**config.mk**
```make
export PLATFORM = sky130hd
export DESIGN_NAME = td4_input_port_flat
export DESIGN_NICKNAME = d
export VERILOG_FILES = /design/src/rtl/td4_input_port_if.sv /design/src/rtl/td4_input_port.sv /design/src/flat_wrapper.sv
export SDC_FILE = /design/constraint.sdc
export NUM_CORES = 1
export LEC_CHECK = 0
export ABC_AREA = 1
export BUFFER_PORTS_ARGS = -buffer_cell sky130_fd_sc_hd__buf_2
export CORE_MARGIN = 5
export CORE_UTILIZATION = 55
export CTS_CLUSTER_SIZE = 12
export DETAILED_ROUTE_END_ITERATION = 16
export GPL_TIMING_DRIVEN = 1
export PLACE_DENSITY = 0.83
export SLEW_MARGIN = 20
export SYNTH_ARGS = -nofsm -noshare
export SYNTH_HDL_FRONTEND = slang
export SYNTH_SLANG_ARGS = --single-unit
export TNS_END_PERCENT = 20
```
**constraint.sdc**
```tcl
create_clock -name clk -period 2.3 [get_ports clk]
set_input_delay 0.115 -clock clk [delete_from_list [all_inputs] [get_ports clk]]
set_output_delay 0.115 -clock clk [all_outputs]
set_load 0.02 [all_outputs]
```
**src/rtl/td4_input_port_if.sv**
```systemverilog
// Button-to-CPU handshake bundle for td4_input_port: raw pins and CPU strobes in, debounced state out.
// Latency: none (wires only); backpressure: none, the CPU samples in_data on its own step ticks.
interface td4_input_port_if #(
    parameter int WIDTH = 4
);
    logic [WIDTH-1:0] btn_n;
    logic             cpu_tick;
    logic             in_ack;
    logic [WIDTH-1:0] in_data;
    logic [WIDTH-1:0] level;
    logic [WIDTH-1:0] press;
    // 'release' is a reserved word, so the release pulse vector is named rel
    logic [WIDTH-1:0] rel;

    modport master (
        output btn_n, cpu_tick, in_ack,
        input  in_data, level, press, rel
    );

    modport slave (
        input  btn_n, cpu_tick, in_ack,
        output in_data, level, press, rel
    );
endinterface

```
**src/rtl/td4_input_port.sv**
```systemverilog
// TD4 input stage: sync + debounce of active-low buttons, press/release pulses, step-stable in_data.
// Latency: pin edge to level/pulse is 2+DEB_CYCLES clk edges; in_data follows on the next cpu_tick.
// Backpressure: none; sticky latches hold short presses until the CPU acknowledges with in_ack.
module td4_input_port #(
    parameter int WIDTH      = 4,
    parameter int DEB_CYCLES = 270000,
    parameter int STICKY     = 1
) (
    input  logic              clk,
    input  logic              rst_n,
    td4_input_port_if.slave   bus
);

    localparam int CW = (DEB_CYCLES > 1) ? $clog2(DEB_CYCLES) : 1;
    localparam logic [CW-1:0] CNT_LAST = CW'(DEB_CYCLES - 1);

    typedef enum logic {
        ST_STABLE   = 1'b0,
        ST_CHANGING = 1'b1
    } deb_state_t;

    logic [WIDTH-1:0] s1_n;
    logic [WIDTH-1:0] s2_n;
    logic [WIDTH-1:0] sync;
    logic [WIDTH-1:0] level_q;
    logic [WIDTH-1:0] press_q;
    logic [WIDTH-1:0] rel_q;
    logic [WIDTH-1:0] sticky_q;
    logic [WIDTH-1:0] in_data_q;

    // Synchroniser resets to the released (high) pin state so no phantom press follows reset
    always_ff @(posedge clk or negedge rst_n) begin
        if (!rst_n) begin
            s1_n <= '1;
            s2_n <= '1;
        end else begin
            s1_n <= bus.btn_n;
            s2_n <= s1_n;
        end
    end

    assign sync = ~s2_n;

    for (genvar i = 0; i < WIDTH; i++) begin : g_deb
        deb_state_t    state;
        logic [CW-1:0] cnt;
        logic          lvl;
        logic          prs;
        logic          rls;

        always_ff @(posedge clk or negedge rst_n) begin
            if (!rst_n) begin
                state <= ST_STABLE;
                cnt   <= '0;
                lvl   <= 1'b0;
                prs   <= 1'b0;
                rls   <= 1'b0;
            end else begin
                prs <= 1'b0;
                rls <= 1'b0;
                case (state)
                    ST_STABLE: begin
                        if (sync[i] != lvl) begin
                            state <= ST_CHANGING;
                            cnt   <= CW'(1);
                        end else begin
                            cnt <= '0;
                        end
                    end
                    ST_CHANGING: begin
                        if (sync[i] == lvl) begin
                            state <= ST_STABLE;
                            cnt   <= '0;
                        end else if (cnt == CNT_LAST) begin
                            lvl   <= sync[i];
                            prs   <= sync[i];
                            rls   <= ~sync[i];
                            state <= ST_STABLE;
                            cnt   <= '0;
                        end else begin
                            cnt <= cnt + 1'b1;
                        end
                    end
                    default: begin
                        state <= ST_STABLE;
                        cnt   <= '0;
                    end
                endcase
            end
        end

        assign level_q[i] = lvl;
        assign press_q[i] = prs;
        assign rel_q[i]   = rls;
    end

    // A press on the same edge as in_ack survives: set wins over clear
    always_ff @(posedge clk or negedge rst_n) begin
        if (!rst_n) begin
            sticky_q <= '0;
        end else if (STICKY != 0) begin
            sticky_q <= press_q | (bus.in_ack ? '0 : sticky_q);
        end else begin
            sticky_q <= '0;
        end
    end

    always_ff @(posedge clk or negedge rst_n) begin
        if (!rst_n) begin
            in_data_q <= '0;
        end else if (bus.cpu_tick) begin
            in_data_q <= level_q | sticky_q;
        end
    end

    assign bus.level   = level_q;
    assign bus.press   = press_q;
    assign bus.rel     = rel_q;
    assign bus.in_data = in_data_q;

endmodule
```
**src/flat_wrapper.sv**
```systemverilog
// flat-port wrapper written by rule: the top's interface ports become plain ports
module td4_input_port_flat 
#(
    parameter int WIDTH      = 4,
    parameter int DEB_CYCLES = 270000,
    parameter int STICKY     = 1
)
  (clk, rst_n, bus_btn_n, bus_cpu_tick, bus_in_ack, bus_in_data, bus_level, bus_press, bus_rel);
  td4_input_port_if #(.WIDTH(WIDTH)) bus_i ();
  input  logic clk;
  input  logic rst_n;
  input wire logic [$bits(bus_i.btn_n)-1:0] bus_btn_n;
  input wire logic [$bits(bus_i.cpu_tick)-1:0] bus_cpu_tick;
  input wire logic [$bits(bus_i.in_ack)-1:0] bus_in_ack;
  output wire logic [$bits(bus_i.in_data)-1:0] bus_in_data;
  output wire logic [$bits(bus_i.level)-1:0] bus_level;
  output wire logic [$bits(bus_i.press)-1:0] bus_press;
  output wire logic [$bits(bus_i.rel)-1:0] bus_rel;
  assign bus_i.btn_n = bus_btn_n;
  assign bus_i.cpu_tick = bus_cpu_tick;
  assign bus_i.in_ack = bus_in_ack;
  assign bus_in_data = bus_i.in_data;
  assign bus_level = bus_i.level;
  assign bus_press = bus_i.press;
  assign bus_rel = bus_i.rel;
  td4_input_port #(.WIDTH(WIDTH), .DEB_CYCLES(DEB_CYCLES), .STICKY(STICKY)) u_core (.clk(clk), .rst_n(rst_n), .bus(bus_i));
endmodule
```
# [Word-level counts from Yosys, hierarchy flattened]
# Index checks and enable logic that the tools add are counted.
[word_totals] in_bits=8 word_cells=116 out_inout_bits=16 regBits=108
[op_classes] reduce_logical=4 bitwise_logic=15 addsub=4 eq_ne=12 n_mux=57
[op_table] op="$mux 19" n=8
[op_table] op="$pmux 19 s2" n=4
[op_table] op="$add 19x1->19 const B" n=4
[op_table] op="$eq 19x19->1 const B" n=4
[op_table] op="$mux 1" n=40
[op_table] op="$not 1->1" n=12
[op_table] op="$reduce_and 3->1" n=4
[op_table] op="$or 4x4->4" n=2
[op_table] op="$pmux 1 s2" n=4
[op_table] op="$eq 1x1->1" n=4
[op_table] op="$mux 4" n=1
[op_table] op="$ne 1x1->1" n=4
[op_table] op="$not 4->4" n=1

# [Logic depth before layout (Yosys ltp)]
# Gate-level depths: netlist (run 1).
[depth] ltp_word=5 mapped_depth=9 depth_no_buf=9

# [Worst setup path before layout (run 1)]
# OpenSTA, ideal clock, no wires.
[synth_path] kind="reg-to-reg" from="register u_core.g_deb[1].cnt[0]" to="register u_core.g_deb[1].cnt[9]" required_time_ns=2.181 path_stages_with_launch=8 synth_period_minus_slack_ns=1.389 arrival_time_ns=1.270 n_path_buf=1 path_slack_ns=0.911 cell_sequence="dfrtp_1 > ha_1 > nand3_2 > nor2_4 > nand3b_4 > nand2_4 > buf_6 > nor2_1"
[synth_via] elab_chain_cells=4 word_cells_on_any_way=5 classes_between="add/sub: 1; eq/ne: 1; mux: 3"
[synth_rtl] item="from (decl)" line="td4_input_port.sv:46" text="logic [CW-1:0] cnt;"
[synth_rtl] item="from (signal assigned)" line="td4_input_port.sv:81" text="cnt <= cnt + 1'b1;"
[synth_rtl] item="$add 19x1->19 / $eq 19x19->1 (equally long branches)" line="td4_input_port.sv:81, td4_input_port.sv:74"
[synth_rtl] item="$mux 19 (*)" line="td4_input_port.sv:74" text="end else if (cnt == CNT_LAST) begin"
[synth_rtl] item="$mux 19 (*)" line="td4_input_port.sv:71" text="if (sync[i] == lvl) begin"
[synth_rtl] item="$pmux 19 s2 (*)" line="td4_input_port.sv:61" text="case (state)"
# Mark *: on every way between the ends. The rest lies on a longest branch, timed or not.
# A chain may end at the register's enable or synchronous reset.

# [Worst setup path after layout (run 1)]
[layout_path] from="register u_core.g_deb[2].cnt[0]" to="register u_core.g_deb[2].cnt[18]"
[layout_via] elab_chain_cells=4 word_cells_on_any_way=5 classes_between="add/sub: 1; eq/ne: 1; mux: 3"
[layout_rtl] item="from (decl)" line="td4_input_port.sv:46"
[layout_rtl] item="from (signal assigned)" line="td4_input_port.sv:81"
[layout_rtl] item="$add 19x1->19 / $eq 19x19->1 (equally long branches)" line="td4_input_port.sv:81, td4_input_port.sv:74"
[layout_rtl] item="$mux 19 (*)" line="td4_input_port.sv:74"
[layout_rtl] item="$mux 19 (*)" line="td4_input_port.sv:71"
[layout_rtl] item="$pmux 19 s2 (*)" line="td4_input_port.sv:61"
# Marked as above.

==> results of run 1 <==
-- cells by family (layout without fill, tap and decap cells) --
group                    count (synthesis)  count (layout)  synth area share [%]
AO/OA/AOI/OAI                           22              22                  2.44
XOR/XNOR                                41              41                  6.05
adder cells (fa/ha/maj)                  4               4                 0.843
buffers and inverters                  112             139                  8.54
flip-flops                             108             108                  45.7
AND/OR/NAND/NOR                        472             472                  36.4
-- worst min path at each step --
stage / depth (start not counted) / endpoint / slack [ns]
3_5_place_dp: 1 / u_core.g_deb[2].cnt[1] / 0.07
2_1_floorplan: 0 / u_core.bus.in_data[0] / -0.18
6_report: 2 / u_core.bus.in_data[1] / 0.06
4_1_cts: 2 / u_core.bus.in_data[1] / 0.04
3_3_place_gp: 1 / u_core.g_deb[2].cnt[1] / 0.07
5_1_grt: 2 / u_core.bus.in_data[1] / 0.05
-- what timing repair did --
| action | 4_1_cts | 5_1_grt |
|---|---|---|
| hold buffers | 6 | 0 |
| endpoints found under the hold margin | 37 | 0 |
| resized for setup | 0 | 0 |
-- registers in the layout (all words and copies together) (netlist names) --
name and flops:
u_core.s2_n 4, u_core.g_deb.lvl 4, u_core.g_deb.prs 4, u_core.g_deb.rls 4, u_core.sticky_q 4, u_core.bus.in_data 4
u_core.s1_n 4, u_core.g_deb.state 4, u_core.g_deb.cnt 76
-- metrics by stage --
stage / cell area (sq um) / worst slack (ns) / utilization (%) / instances / hold slack, ns
global route: 6380 / 0.572 / 59.6 / 926 / 0.0477
detailed placement: 6100 / 0.699 / 57.0 / 904 / 0.0743
finish: 6380 / 0.707 / 59.6 / 926 / 0.0598
CTS: 6380 / 0.691 / 59.6 / 926 / 0.0432
global placement: 6100 / 0.786 / 57.0 / 904 / 0.0693
floorplan: 5940 / 0.911 / - / 759 / -0.181
-- synthesized netlist by cell type (all sizes together) --
cell type / count
buf: 19
dfstp: 8
nand3: 69
nor3b: 4
a21oi: 6
dfrtp: 100
and2: 4
nand2: 159
inv: 92
nand3b: 4
clkbuf: 1
o21ai: 4
xnor2: 10
nand4: 18
o21bai: 7
ha: 4
a31oi: 5
nor3: 7
nor2: 207
xor2: 31
-- layout make-up --
type,count,area share [%]
multi-input cells,539,42.6
well taps,140,2.75
clock inverters,7,1.53
clock buffers,9,1.94
inverters,92,5.41
flip-flops and latches,108,42.5
repair buffers,31,3.22
-- layer usage --
metal | vias up | GRT usage (%) | part of all wire [%]
li1 | 2396 | - | -
met1 | 2109 | 25.5 | 47
met2 | 65 | 31.3 | 47
met3 | 13 | 4.62 | 4.2
met4 | 0 | 5.62 | 1.1
met5 | - | 0 | 0
-- worst max-delay path, stage by stage (launching register included) --
cell and delay (ns):
dfrtp_1 0.43, ha_1 0.25, nand3_2 0.16, nor2_2 0.21, nand4_1 0.17, nand2_1 0.09
nand3_1 0.06, nor2_1 0.14
-- power groups by stage --
stage                     Sequential, mW  Combinational, mW  Clock [mW]
after detailed placement            2.02              0.211           0
after CTS                           1.98              0.219        1.33
after global placement              2.01              0.206           0
after floorplan                     2.01              0.131           0
after global routing                1.99              0.249        1.41
final                               1.98              0.213        1.29
==> run_results.csv, run 1 <==
group,metric,value,unit
drt,via_per_inst,4.95,
critical_path,rr_worst_depth,7,
power,switching_power,855,uW
power,total_power,3.48,mW
clock_network,h-tree-depth,3,
die,start_util,55.5,%
die,die_w,114,um
die,die_y,114,um
timing,hold_violations,0,
critical_path,crit_end,"u_core.g_deb[2].cnt[18]",
global_route,grt_overflow,0,
timing,min_period,1.59,ns
global_route,grt_max_degree,54,
die,dieArea,0.0130,sq mm
critical_path,r2r_start,"u_core.g_deb[2].cnt[0]",
clock_network,clock_latency,0.39,ns
final_layout,syn_to_final_growth,7.42,%
clock_network,clk_pin_slew,0.11,ns
drt,drc,0,
drt,routed_wl,11500,um
clock_network,cts_sinks,108,
final_layout,seq_area,0.00271,sq mm
drt,drtIter0Drc,302,
power,pwr-share-clk,37.0,%
synth,yosysWarnings,0,
critical_path,critPathLaunchType,"flop",
outcome,outcome,"complete, no violations",
timing,fin_tns_setup,0,ns
power,power_density,546,mW/mm^2
synth,synth.area.top_cells,"dfrtp_1 42%, nor2_1 12%, nand2_1 9.2%",
timing,rsz0062_at_grt,"no",
final_layout,mostFrequentLayoutCells,"186 x nor2_1, 146 x nand2_1, 100 x dfrtp_1, 86 x inv_1, 64 x nand3_1",
timing,finalCritPeriodShare,69.3,%
die,io_pins,24,
critical_path,crit_start,"u_core.g_deb[2].cnt[0]",
global_route,grt_pass1_wl,20000,um
clock_network,cts_setup_buffers,0,
clock_network,cts_tree,"done",
critical_path,crit_type,"flop to flop",
timing,skew,0.00780,ns
clock_network,cts_buffers,9,
power,netSwitchingFraction,24.6,%
global_route,grt_pass1_vias,4334,
place,hpwl,8600,um
final_layout,drive_above_1_share,12.8,%
clock_network,root_buffer,"clkbuf_8",
job,max_cap_violations,0,
critical_path,r2r_end,"u_core.g_deb[2].cnt[18]",
synth,synth_area_per_cell,7.82,sq um
critical_path,reg2reg_slack,0.71,ns
synth,synth_nets,771,
global_route,grt_antenna_before_repair,0,
final_layout,fillers,974,
final_layout,final_common_cell,"nor2_1",
synth,ys_seq_area_share,45.7,%
power,ir_drop,0.579,mV
clock_network,cts_buffer_depth,2,
timing,finalSetupViolCount,0,
drt,wl_per_cell,12.5,um
die,rows,38,
final_layout,layout.nets,793,
synth,synthesis.area,0.00594,sq mm
place,gp_congestion,0.935,
timing,slew_headroom,66.3,%
critical_path,path_max_fanout,5,
drt,num_vias,4583,
die,core_area,0.0107,sq mm
synth,syn_inst,759,
place,portBuffers,23,
timing,tightest_slew,0.502,ns
critical_path,cp_data_required_time,2.60,ns
timing,maxSlewViolCount,0,
final_layout,multiInputGateArea,0.00272,sq mm
power,p_seq_share,56.8,%
synth,synthDistinctLibCells,32,
synth,synth_top_area_cell,"dfrtp_1",
synth,synth-seq-cells,108,
drt,ant_nets,0,
final_layout,num_antenna_cells,0,
global_route,track_usage,19.1,%
critical_path,worstPathArrival,1.90,ns
timing,max_freq,628,MHz
power,p_leak,2.84,nW
worst_hold_path,hp-class,"input port to flop",
synth,synthDominantCellAreaShare,42.1,%
power,combPwrFrac,6.1,%
drt,dr.pass1.iters,4,
critical_path,end_kind,"flop",
worst_hold_path,hp-start,"bus_cpu_tick",
power,intPower,2.63,mW
Note: power is estimated with default switching activity, not from simulation.
==> run 2, diff against run 1 <==
- PLACE_DENSITY: 0.83 -> 0.86
- clock period: 2.3 -> 1.3 ns (I/O delays scaled with it)
==> run_results.csv, run 2 (synthesis results as in run 1) <==
group,metric,value,unit
outcome,outcome,"complete, but fails checks",
outcome,violations,"negative setup slack",
drt,wl_per_cell,15.3,um
place,gp_congestion,0.924,
place,portBuffers,23,
final_layout,stdcell_area,0.00773,sq mm
critical_path,worstPathArrival,1.71,ns
timing,maxSlewViolCount,0,
clock_network,clock_latency,0.39,ns
worst_hold_path,hp-class,"input port to flop",
critical_path,r2r_end,"u_core.g_deb[3].cnt[0]",
timing,min_period,1.42,ns
timing,finalCritPeriodShare,109,%
final_layout,num_antenna_cells,0,
critical_path,critPathLaunchType,"flop",
global_route,grt_pass1_wl,24100,um
global_route,grt_pass1_vias,5234,
drt,ant_nets,0,
power,p_leak,3.49,nW
global_route,grt_overflow,0,
die,die_w,114,um
timing,max_freq,703,MHz
die,io_pins,24,
timing,tightest_slew,0.388,ns
final_layout,final_common_cell,"nor2_1",
place,placed_area,0.00681,sq mm
power,power_density,843,mW/mm^2
die,core_area,0.0107,sq mm
critical_path,rr_worst_depth,6,
critical_path,reg2reg_slack,-0.12,ns
final_layout,syn_to_final_growth,30.3,%
critical_path,cp_slowest_cell,"dfrtp_1",
die,die_y,114,um
clock_network,h-tree-depth,3,
timing,skew,0.0128,ns
clock_network,clk_pin_slew,0.11,ns
clock_network,cts_buffer_depth,2,
clock_network,cts_buffers,9,
final_layout,drive_above_1_share,33.1,%
power,ir_drop,0.793,mV
drt,via_per_inst,5.33,
die,dieArea,0.0130,sq mm
drt,dr.pass1.iters,5,
drt,routed_wl,15800,um
job,max_cap_violations,0,
die,start_util,55.5,%
critical_path,max_stage_delay,0.43,ns
global_route,grt_antenna_before_repair,0,
critical_path,end_kind,"flop",
critical_path,crit_type,"flop to flop",
final_layout,fillers,728,
critical_path,path_cells,"ha_4 > nand3_4 > nor2_4 > nand3b_4 > nand2_8 > o21bai_1",
timing,slew_headroom,74.1,%
global_route,track_usage,23.1,%
clock_network,root_buffer,"clkbuf_8",
final_layout,mostFrequentLayoutCells,"157 x nor2_1, 129 x nand2_1, 94 x buf_4, 86 x dfrtp_1, 80 x inv_1",
critical_path,r2r_start,"u_core.g_deb[3].cnt[1]",
drt,drtIter0Drc,622,
timing,finalWorstSetupSlack,-0.122,ns
die,rows,38,
drt,drc,0,
power,total_power,6.52,mW
worst_hold_path,whs_path_depth,2,
worst_hold_path,hp-start,"bus_cpu_tick",
worst_hold_path,min_to,"u_core.bus.in_data[3]",
clock_network,cts_tree,"done",
drt,num_vias,5499,
final_layout,largest_reg_flops,76,
place,hpwl,10100,um
final_layout,layout.nets,899,
final_layout,fin_util,72.3,%
critical_path,path_max_fanout,8,
critical_path,cp_data_required_time,1.59,ns
clock_network,cts_sinks,108,
final_layout,largest_register,"u_core.g_deb.cnt",
timing,rsz0062_at_grt,"yes",
global_route,grt_max_degree,32,
timing,hold_violations,0,
timing,finalSetupViolCount,61,
-- run 2: changes by cell type in the layout (fill, tap and decap cells not counted), sizes merged --
| cell | before | now |
|---|---|---|
| clkinvlp | 2 | 1 |
| clkinv | 1 | 2 |
| clkbuf | 9 | 10 |
| inv | 94 | 93 |
| nand2 | 159 | 162 |
| buf | 25 | 128 |
-- run 2: worst max-delay path by stage --
stage,startpoint,to,slack (ns)
finish,u_core.g_deb[3].cnt[1],u_core.g_deb[3].cnt[0],-0.12
global route,u_core.g_deb[3].cnt[1],u_core.g_deb[3].state,-0.20
CTS,u_core.g_deb[3].cnt[1],u_core.g_deb[3].cnt[14],-0.08
detailed placement,u_core.g_deb[3].cnt[0],u_core.g_deb[3].cnt[14],-0.1
global placement,u_core.g_deb[3].cnt[5],u_core.g_deb[3].cnt[17],-0.05
floorplan,u_core.g_deb[3].cnt[0],u_core.g_deb[3].cnt[10],-0.03
-- run 2: layout make-up --
cell class	instances	area (sq um)	share of cell area, %
inverters	92	348	4.50
clock buffers	10	138	1.78
clock inverters	6	96.3	1.25
repair buffers	134	1040	13.4
well taps	140	175	2.26
flip-flops and latches	108	2730	35.3
multi-input cells	542	3210	41.5
-- run 2: where the power goes --
group	internal (mW)	total (mW)	switching (mW)
sequential	3.44	3.50	0.0645
clock	1.16	2.39	1.23
combinational	0.259	0.625	0.366
-- run 2: metrics by stage --
step	TNS, ns	hold WS (ns)	std cells	setup WS [ns]
after floorplan	-0.624	-0.231	759	-0.0294
after global placement	-0.266	0.00862	988	-0.0497
after detailed placement	-2.03	0.0153	988	-0.0975
after CTS	-1.34	0.00949	1016	-0.0790
after global routing	-9.37	0.0185	1032	-0.199
final	-2.73	0.0176	1032	-0.122
-- run 2: worst max-delay path: cells and delay by family (launching register included) --
family,cells,cell delay (ns)
simple gates,4,0.63
compound gates,1,0.07
fa+ha+maj,1,0.18
flops,1,0.43
-- run 2: what timing repair did --
action,CTS,global route
setup endpoints to repair,73,91
hold endpoints to repair,108,0
resized for setup,41,86
setup buffers,5,15
hold buffers,6,0
cloned,2,1
pin swaps,31,36
-- run 2: per-layer routing --
metal | GRT usage [%] | vias to the layer above | wire length, um | part of all wire, %
li1 | - | 2605 | - | -
met1 | 29.1 | 2642 | 6460 | 41
met2 | 41.2 | 200 | 7980 | 51
met3 | 2.71 | 52 | 908 | 5.8
met4 | 7.84 | 0 | 410 | 2.6
met5 | 0 | - | 0 | 0
